File: config.mk
export PLATFORM = sky130hd
export DESIGN_NAME = pipelined_acc_adder_tree
export DESIGN_NICKNAME = d
export VERILOG_FILES = /design/src/rtl/pipelined_acc_adder_tree.sv
export SDC_FILE = /design/constraint.sdc
export NUM_CORES = 2
export LEC_CHECK = 0
export ABC_CLOCK_PERIOD_IN_PS = 38800
export CAP_MARGIN = 20
export CORE_AREA = 4 4 304 306
export CTS_BUF_LIST = sky130_fd_sc_hd__clkbuf_8 sky130_fd_sc_hd__clkbuf_16
export CTS_CLUSTER_SIZE = 30
export DETAILED_ROUTE_END_ITERATION = 12
export DIE_AREA = 0 0 308 310
export GPL_TIMING_DRIVEN = 0
export PLACE_DENSITY = 0.7
export SYNTH_ARGS = -nofsm -noshare
export SYNTH_HDL_FRONTEND = slang
export SYNTH_SLANG_ARGS = --single-unit
File: constraint.sdc
create_clock -name clk -period 38.8 [get_ports clk]
set_input_delay 5.82 -clock clk [delete_from_list [all_inputs] [get_ports clk]]
set_output_delay 5.82 -clock clk [all_outputs]
set_load 0.01 [all_outputs]
File: src/rtl/pipelined_acc_adder_tree.sv
// Pipelined 4:2/3:2 carry-save reduction of N_IN signed operands with multi-beat accumulation.
// Optional macro ACC_SAT_EN: saturating accumulator plus sticky out_ovf flag.
module pipelined_acc_adder_tree #(
    parameter int N_IN  = 10,
    parameter int IN_W  = 63,
    parameter int ACC_W = 66,
    parameter int PIPE  = 2
) (
    input  logic                 clk,
    input  logic                 rst,
    input  logic                 in_valid,
    output logic                 in_ready,
    input  logic [N_IN*IN_W-1:0] in_data,
    input  logic                 acc_start,
    input  logic                 acc_last,
    input  logic [2:0]           mode,
    input  logic                 sign64,
    output logic                 out_valid,
    input  logic                 out_ready,
    output logic [ACC_W-1:0]     out_sum,
    output logic [ACC_W-1:0]     out_mag,
`ifdef ACC_SAT_EN
    output logic                 out_ovf,
`endif
    output logic                 out_sign
);

    function automatic int rows_next(input int n);
        return (n / 4) * 2 + ((n % 4 == 3) ? 2 : (n % 4));
    endfunction

    function automatic int rows_at(input int lvl);
        int n;
        n = N_IN;
        for (int i = 0; i < lvl; i++) n = rows_next(n);
        return n;
    endfunction

    function automatic int count_levels();
        int n;
        int c;
        n = N_IN;
        c = 0;
        for (int i = 0; i < 64; i++) begin
            if (n > 2) begin
                n = rows_next(n);
                c++;
            end
        end
        return c;
    endfunction

    localparam int NLEV = count_levels();

    // Register boundaries are distributed so that PIPE stages land evenly across NLEV levels.
    function automatic int stages_upto(input int lvl);
        return (lvl * PIPE) / NLEV;
    endfunction

    function automatic logic [2*ACC_W-1:0] csa32(input logic [ACC_W-1:0] a,
                                                 input logic [ACC_W-1:0] b,
                                                 input logic [ACC_W-1:0] c);
        logic [ACC_W-1:0] s;
        logic [ACC_W-1:0] cy;
        s  = a ^ b ^ c;
        cy = ((a & b) | (a & c) | (b & c)) << 1;
        return {cy, s};
    endfunction

    function automatic logic signed [ACC_W-1:0] magnitude(input logic signed [ACC_W-1:0] v);
        return v[ACC_W-1] ? -v : v;
    endfunction

    function automatic logic sign_sel(input logic [2:0] m, input logic s,
                                      input logic signed [ACC_W-1:0] v);
        case (m)
            3'b000, 3'b001, 3'b011, 3'b100: return v[ACC_W-1];
            default:                        return s;
        endcase
    endfunction

`ifdef ACC_SAT_EN
    function automatic logic add_ovf(input logic signed [ACC_W-1:0] a,
                                     input logic signed [ACC_W-1:0] b,
                                     input logic signed [ACC_W-1:0] s);
        return (a[ACC_W-1] == b[ACC_W-1]) && (s[ACC_W-1] != a[ACC_W-1]);
    endfunction

    function automatic logic signed [ACC_W-1:0] sat_val(input logic neg);
        return neg ? {1'b1, {(ACC_W-1){1'b0}}} : {1'b0, {(ACC_W-1){1'b1}}};
    endfunction
`endif

    logic       adv;
    logic       vld_in;
    logic [5:0] tag_in;
    logic       vld_fs;
    logic [5:0] tag_fs;

    assign adv      = ~(out_valid & ~out_ready);
    assign in_ready = ~rst & adv;
    assign vld_in   = in_valid & in_ready;
    assign tag_in   = {acc_start, acc_last, mode, sign64};

    // Input: sign-extend every operand to the accumulator width.
    logic [N_IN*ACC_W-1:0] ext_rows;
    for (genvar k = 0; k < N_IN; k++) begin : g_ext
        logic signed [IN_W-1:0] op;
        assign op = in_data[k*IN_W +: IN_W];
        assign ext_rows[k*ACC_W +: ACC_W] = {{(ACC_W-IN_W){op[IN_W-1]}}, op};
    end

    // Tree levels: each level compresses groups of 4 rows, then a trailing 3, and passes 1-2 through.
    for (genvar l = 0; l < NLEV; l++) begin : g_lvl
        localparam int NI   = rows_at(l);
        localparam int NO   = rows_at(l + 1);
        localparam int NQ   = NI / 4;
        localparam int REM  = NI % 4;
        localparam int NREG = stages_upto(l + 1) - stages_upto(l);
        logic [NI*ACC_W-1:0] d;
        logic [NO*ACC_W-1:0] c;
        logic [NO*ACC_W-1:0] q;

        if (l == 0) begin : g_src
            assign d = ext_rows;
        end else begin : g_src
            assign d = g_lvl[l-1].q;
        end

        for (genvar g = 0; g < NQ; g++) begin : g_c42
            logic [2*ACC_W-1:0] t0;
            logic [2*ACC_W-1:0] t1;
            assign t0 = csa32(d[(4*g)*ACC_W +: ACC_W], d[(4*g+1)*ACC_W +: ACC_W],
                              d[(4*g+2)*ACC_W +: ACC_W]);
            assign t1 = csa32(t0[0 +: ACC_W], t0[ACC_W +: ACC_W], d[(4*g+3)*ACC_W +: ACC_W]);
            assign c[(2*g)*ACC_W +: 2*ACC_W] = t1;
        end

        if (REM == 3) begin : g_rem
            assign c[(2*NQ)*ACC_W +: 2*ACC_W] = csa32(d[(4*NQ)*ACC_W +: ACC_W],
                                                      d[(4*NQ+1)*ACC_W +: ACC_W],
                                                      d[(4*NQ+2)*ACC_W +: ACC_W]);
        end else if (REM != 0) begin : g_rem
            assign c[(2*NQ)*ACC_W +: REM*ACC_W] = d[(4*NQ)*ACC_W +: REM*ACC_W];
        end

        if (NREG == 0) begin : g_reg
            assign q = c;
        end else begin : g_reg
            logic [NO*ACC_W-1:0] r [NREG];
            always_ff @(posedge clk) begin
                if (adv) begin
                    r[0] <= c;
                    for (int i = 1; i < NREG; i++) r[i] <= r[i-1];
                end
            end
            assign q = r[NREG-1];
        end
    end

    // Control side: valid and beat tags follow the tree through the same PIPE stages.
    if (PIPE == 0) begin : g_side
        assign vld_fs = vld_in;
        assign tag_fs = tag_in;
    end else begin : g_side
        logic [PIPE-1:0] vld_p;
        logic [5:0]      tag_p [PIPE];
        always_ff @(posedge clk or posedge rst) begin
            if (rst) begin
                vld_p <= '0;
            end else if (adv) begin
                vld_p[0] <= vld_in;
                for (int i = 1; i < PIPE; i++) vld_p[i] <= vld_p[i-1];
            end
        end
        always_ff @(posedge clk) begin
            if (adv) begin
                tag_p[0] <= tag_in;
                for (int i = 1; i < PIPE; i++) tag_p[i] <= tag_p[i-1];
            end
        end
        assign vld_fs = vld_p[PIPE-1];
        assign tag_fs = tag_p[PIPE-1];
    end

    // Final stage: carry-propagate add of the two remaining rows and accumulate.
    logic                    start_fs;
    logic                    last_fs;
    logic [2:0]              mode_fs;
    logic                    sign_fs;
    logic signed [ACC_W-1:0] tree_sum;
    logic signed [ACC_W-1:0] acc;
    logic signed [ACC_W-1:0] acc_base;
    logic signed [ACC_W-1:0] acc_next;

    assign {start_fs, last_fs, mode_fs, sign_fs} = tag_fs;
    assign tree_sum = g_lvl[NLEV-1].q[0 +: ACC_W] + g_lvl[NLEV-1].q[ACC_W +: ACC_W];
    assign acc_base = start_fs ? '0 : acc;

`ifdef ACC_SAT_EN
    logic signed [ACC_W-1:0] acc_wrap;
    logic                    acc_ovf;
    logic                    ovf_q;
    logic                    ovf_next;
    assign acc_wrap = acc_base + tree_sum;
    assign acc_ovf  = add_ovf(acc_base, tree_sum, acc_wrap);
    assign acc_next = acc_ovf ? sat_val(acc_base[ACC_W-1]) : acc_wrap;
    assign ovf_next = (start_fs ? 1'b0 : ovf_q) | acc_ovf;
`else
    assign acc_next = acc_base + tree_sum;
`endif

    always_ff @(posedge clk or posedge rst) begin
        if (rst) begin
            acc       <= '0;
            out_valid <= 1'b0;
            out_sum   <= '0;
            out_mag   <= '0;
            out_sign  <= 1'b0;
`ifdef ACC_SAT_EN
            ovf_q     <= 1'b0;
            out_ovf   <= 1'b0;
`endif
        end else if (adv) begin
            out_valid <= vld_fs & last_fs;
            if (vld_fs) begin
                acc <= acc_next;
`ifdef ACC_SAT_EN
                ovf_q <= ovf_next;
`endif
                if (last_fs) begin
                    out_sum  <= acc_next;
                    out_mag  <= magnitude(acc_next);
                    out_sign <= sign_sel(mode_fs, sign_fs, acc_next);
`ifdef ACC_SAT_EN
                    out_ovf  <= ovf_next;
`endif
                end
            end
        end
    end

endmodule
==> impl_metrics.prom <==
# TYPE chip_impl_metric gauge
chip_impl_info{name="outcome",value="finished clean"} 1
chip_impl_metric{name="initial_antenna_violation_count",unit=""} 7
chip_impl_info{name="synth_top_family_by_area",value="adder cells"} 1
chip_impl_metric{name="worst_path_max_stage_delay",unit="ns"} 0.59
chip_impl_metric{name="dpl_cell_area",unit="um^2"} 49000
chip_impl_metric{name="post-route-cell-area",unit="um^2"} 51400
chip_impl_metric{name="finalWorstSetupSlack",unit="ns"} 24.24
chip_impl_metric{name="number_of_max_slew_violations_in_the_final_report",unit=""} 0
chip_impl_metric{name="placement.io_buffers",unit=""} 774
chip_impl_metric{name="grt_start_max_net_pins",unit=""} 112
chip_impl_info{name="timing.rr.start",value="g_side.tag_p[0][11]$_DFFE_PN_"} 1
chip_impl_metric{name="floorplan.rows",unit=""} 110
chip_impl_metric{name="ctsLongestPathBuffers",unit=""} 3
chip_impl_info{name="mostFrequentLayoutCell",value="clkdlybuf4s50_1"} 1
chip_impl_metric{name="routed_wirelength",unit="mm"} 118
chip_impl_metric{name="boundaryPins",unit=""} 775
chip_impl_metric{name="relSlewSlack",unit=""} 0.283
chip_impl_metric{name="synthesized_area_fraction_occupied_by_adder_cells",unit=""} 0.312
chip_impl_metric{name="finalCritPeriodShare",unit=""} 0.375
chip_impl_metric{name="coreArea",unit="um^2"} 89600
chip_impl_metric{name="synthCells",unit=""} 3146
chip_impl_metric{name="antenna_left",unit=""} 0
chip_impl_metric{name="nets",unit=""} 5287
chip_impl_info{name="crit_start",value="out_ready"} 1
chip_impl_metric{name="post-dp-hpwl",unit="mm"} 97.8
chip_impl_info{name="worstHoldPathType",value="reg -> reg"} 1
chip_impl_metric{name="cp.depth",unit=""} 8
chip_impl_metric{name="netlist_area",unit="um^2"} 39500
chip_impl_metric{name="detail_route.first_pass.iterations",unit=""} 6
chip_impl_metric{name="fillerInstances",unit=""} 7440
chip_impl_metric{name="cts_sinks",unit=""} 600
chip_impl_metric{name="grt_use_total",unit=""} 0.246
chip_impl_metric{name="area_delta_synth_final",unit="%"} 30.0
chip_impl_metric{name="drc_markers",unit=""} 0
chip_impl_metric{name="drt_iter0_drc",unit=""} 1698
chip_impl_metric{name="ys_types",unit=""} 105
chip_impl_info{name="cpMostUsedCell",value="buf_16"} 1
chip_impl_metric{name="fin_worst_skew",unit="ns"} 0.0349
chip_impl_metric{name="worst_skew_pair.late_latency",unit="ns"} 0.64
chip_impl_metric{name="synth_warnings",unit=""} 0
chip_impl_metric{name="cap_violations",unit=""} 0
chip_impl_metric{name="cts.reportedPaths.clkPinSlew",unit="ns"} 0.06
chip_impl_info{name="path_class",value="in -> out"} 1
chip_impl_metric{name="synth_sequential_area_ratio",unit=""} 0.430
chip_impl_metric{name="timing.critical_path.required",unit="ns"} 32.98
chip_impl_info{name="master_cell_of_the_clock_root_buffer",value="clkbuf_16"} 1
chip_impl_info{name="worst_setup_path_endpoint",value="in_ready"} 1
chip_impl_metric{name="worstMarginPinSlew",unit="ns"} 1.07
chip_impl_metric{name="number_of_global_route_vias_before_repair",unit=""} 29435
chip_impl_metric{name="postCtsResizedCells",unit=""} 0
chip_impl_info{name="crit_family",value="buffers and inverters"} 1
chip_impl_metric{name="r2r_slack",unit="ns"} 31.73
chip_impl_metric{name="total_nets_after_synthesis",unit=""} 4430
chip_impl_metric{name="grt_pass1_wl",unit="mm"} 175
chip_impl_metric{name="final-hold-violation-count",unit=""} 0
chip_impl_metric{name="post_cts_buffers",unit=""} 0
chip_impl_metric{name="ys_seq_elements",unit=""} 600
chip_impl_metric{name="setup-violations-final",unit=""} 0
chip_impl_info{name="main_synth_ff_type",value="edfxtp_1"} 1
chip_impl_info{name="critical_path_launch_point_type",value="primary input"} 1
chip_impl_metric{name="chipWidth",unit="um"} 308
chip_impl_metric{name="die_area",unit="um^2"} 95500
chip_impl_metric{name="bufs_and_invs_on_worst_path",unit=""} 6
chip_impl_info{name="worstPathCellList",value="clkdlybuf4s50_1 > nand2b_1 > clkbuf_4 > buf_16 > buf_16 > buf_16 > and2_1 > clkdlybuf4s50_1"} 1
chip_impl_metric{name="die-height",unit="um"} 310
chip_impl_metric{name="post_route_cells_drive_above_1_share",unit=""} 0.0596
chip_impl_info{name="r2r_end",value="out_mag[52]$_DFFE_PP0P_"} 1
chip_impl_metric{name="floorplan.initialDensity",unit=""} 0.441
chip_impl_metric{name="cts-buffers-inserted",unit=""} 68
chip_impl_metric{name="global_route.overflow_total",unit=""} 0
chip_impl_metric{name="gp_routability_congestion",unit=""} 0.936
chip_impl_metric{name="synth_xor_area_frac",unit=""} 0.0241
chip_impl_info{name="tritoncts",value="yes"} 1
chip_impl_metric{name="reg2regPathDepth",unit=""} 20
chip_impl_info{name="worst_path_max_delay_cell",value="clkdlybuf4s50_1"} 1
chip_impl_info{name="worstSetupEndpointType",value="primary output"} 1
chip_impl_metric{name="hold_buffers",unit=""} 0
chip_impl_metric{name="post_drt_via_cell_ratio",unit=""} 5.18
chip_impl_metric{name="avgSynthCellArea",unit="um^2"} 12.6
chip_impl_metric{name="fmax",unit="MHz"} 68.7
chip_impl_info{name="grt_setup_unrepaired",value="false"} 1
chip_impl_metric{name="cts_htree_levels",unit=""} 3
chip_impl_metric{name="routedWlPerCell",unit="um"} 22.4
chip_impl_metric{name="synth_compound_area_frac",unit=""} 0.0850
chip_impl_metric{name="timing.critical_path.fanout_max",unit=""} 67
chip_impl_metric{name="post-place-ws",unit="ns"} 24.19
chip_impl_metric{name="synth_async_sr_flop_share",unit=""} 0.335
chip_impl_metric{name="yosys.area_share.simple",unit=""} 0.0892
chip_impl_metric{name="yosys-mux-area-fraction",unit=""} 0.00842
chip_impl_metric{name="worst_ep_arrival_time",unit="ns"} 8.74
chip_impl_info{name="mostFrequentLayoutCells",value="clkdlybuf4s50_1, fa_1, inv_1, edfxtp_1, nand2_1"} 1
chip_impl_info{name="hold_path.startpoint",value="g_side.tag_p[0][1]$_DFFE_PN_"} 1
chip_impl_metric{name="period_needed",unit="ns"} 14.56
chip_impl_metric{name="fin_setup_tns",unit="ns"} 0
chip_impl_metric{name="via_count",unit=""} 27152
chip_impl_metric{name="synth_edf_count",unit=""} 399
[metal layers]
layer  vias to the layer above  global-route usage  wire length [um]
met2                       947               0.419             58500
met5                         -                   0                12
met4                         2              0.0910              4800
met1                     13729               0.309             45300
li1                      12254                   -                 -
met3                       220              0.0577              8980
[per-stage QoR]
stage	instances	utilization	hold slack, ns
after floorplan	3146	-	0.400
after global placement	5096	0.544	0.406
after detailed placement	5108	0.547	0.405
after CTS	5234	0.573	0.419
after global routing	5239	0.574	0.430
final	5241	0.574	0.418
[kinds of logic after synthesis]
family                     Yosys count
and+or+nand+nor                    718
muxes                               30
buffers and inverters              515
adders and majority gates          644
DFF                                600
xor gates and xnor gates           108
AOI/OAI and AO/OA                  531
[final cells by class]
type | instances | area, um^2 | area share
Clock inverter | 56 | 642 | 0.0125
Inverter | 416 | 1570 | 0.0305
Buffer | 99 | 449 | 0.00874
Sequential cell | 600 | 17000 | 0.331
Antenna cell | 6 | 15.0 | 0.000292
Tap cell | 1176 | 1470 | 0.0286
Multi-Input combinational cell | 2031 | 20500 | 0.399
Clock buffer | 70 | 1730 | 0.0336
Timing Repair Buffer | 787 | 7980 | 0.155
[registers in the layout, summed over array words and instances, names as in the netlist]
name	cells
g_side.vld_p	2
acc	66
out_mag	65
g_side.tag_p	12
g_lvl.g_reg.r	387
out_valid	1
out_sum	66
out_sign	1
[worst min-delay path by stage]
| stage | slack (ns) | depth (start not counted) | to |
|---|---|---|---|
| after floorplan | 0.40 | 0 | g_side.tag_p[0][10]$_DFFE_PN_ |
| after global placement | 0.41 | 0 | g_side.tag_p[0][11]$_DFFE_PN_ |
| after detailed placement | 0.41 | 0 | g_side.tag_p[0][11]$_DFFE_PN_ |
| after CTS | 0.42 | 0 | g_side.tag_p[0][7]$_DFFE_PN_ |
| after global routing | 0.43 | 0 | g_side.tag_p[0][7]$_DFFE_PN_ |
| final | 0.42 | 0 | g_side.tag_p[0][7]$_DFFE_PN_ |
[cell usage after synthesis, drive strengths merged (5+ instances only)]
cell,instances,share of area
dfrtp,201,0.13
nor4b,5,0.0020
o31ai,17,0.0036
fa,572,0.29
and4,6,0.0014
o21a,16,0.0030
clkbuf,67,0.0064
mux2,26,0.0074
nand4,38,0.0064
nand2b,8,0.0013
nor4,13,0.0035
or3,22,0.0037
nor2,97,0.0093
or2,11,0.0017
ha,72,0.023
and3,14,0.0024
a22oi,5,0.0011
nor3,25,0.0035
edfxtp,399,0.30
nand3,27,0.0034
xnor2,74,0.016
a21oi,117,0.016
a21boi,5,0.00095
xor2,34,0.0077
a221oi,5,0.0013
a21o,21,0.0040
nor2b,72,0.011
nand2,349,0.033
o21bai,6,0.0011
inv,416,0.039
o21ai,234,0.030
buf,32,0.0049
o211a,7,0.0018
a211oi,20,0.0049
o22ai,5,0.00079
o211ai,14,0.0028
and2,18,0.0029
a31oi,13,0.0022
Power is not shown: default switching activity piles up to over one toggle a cycle in this logic, so the estimate is an artifact.
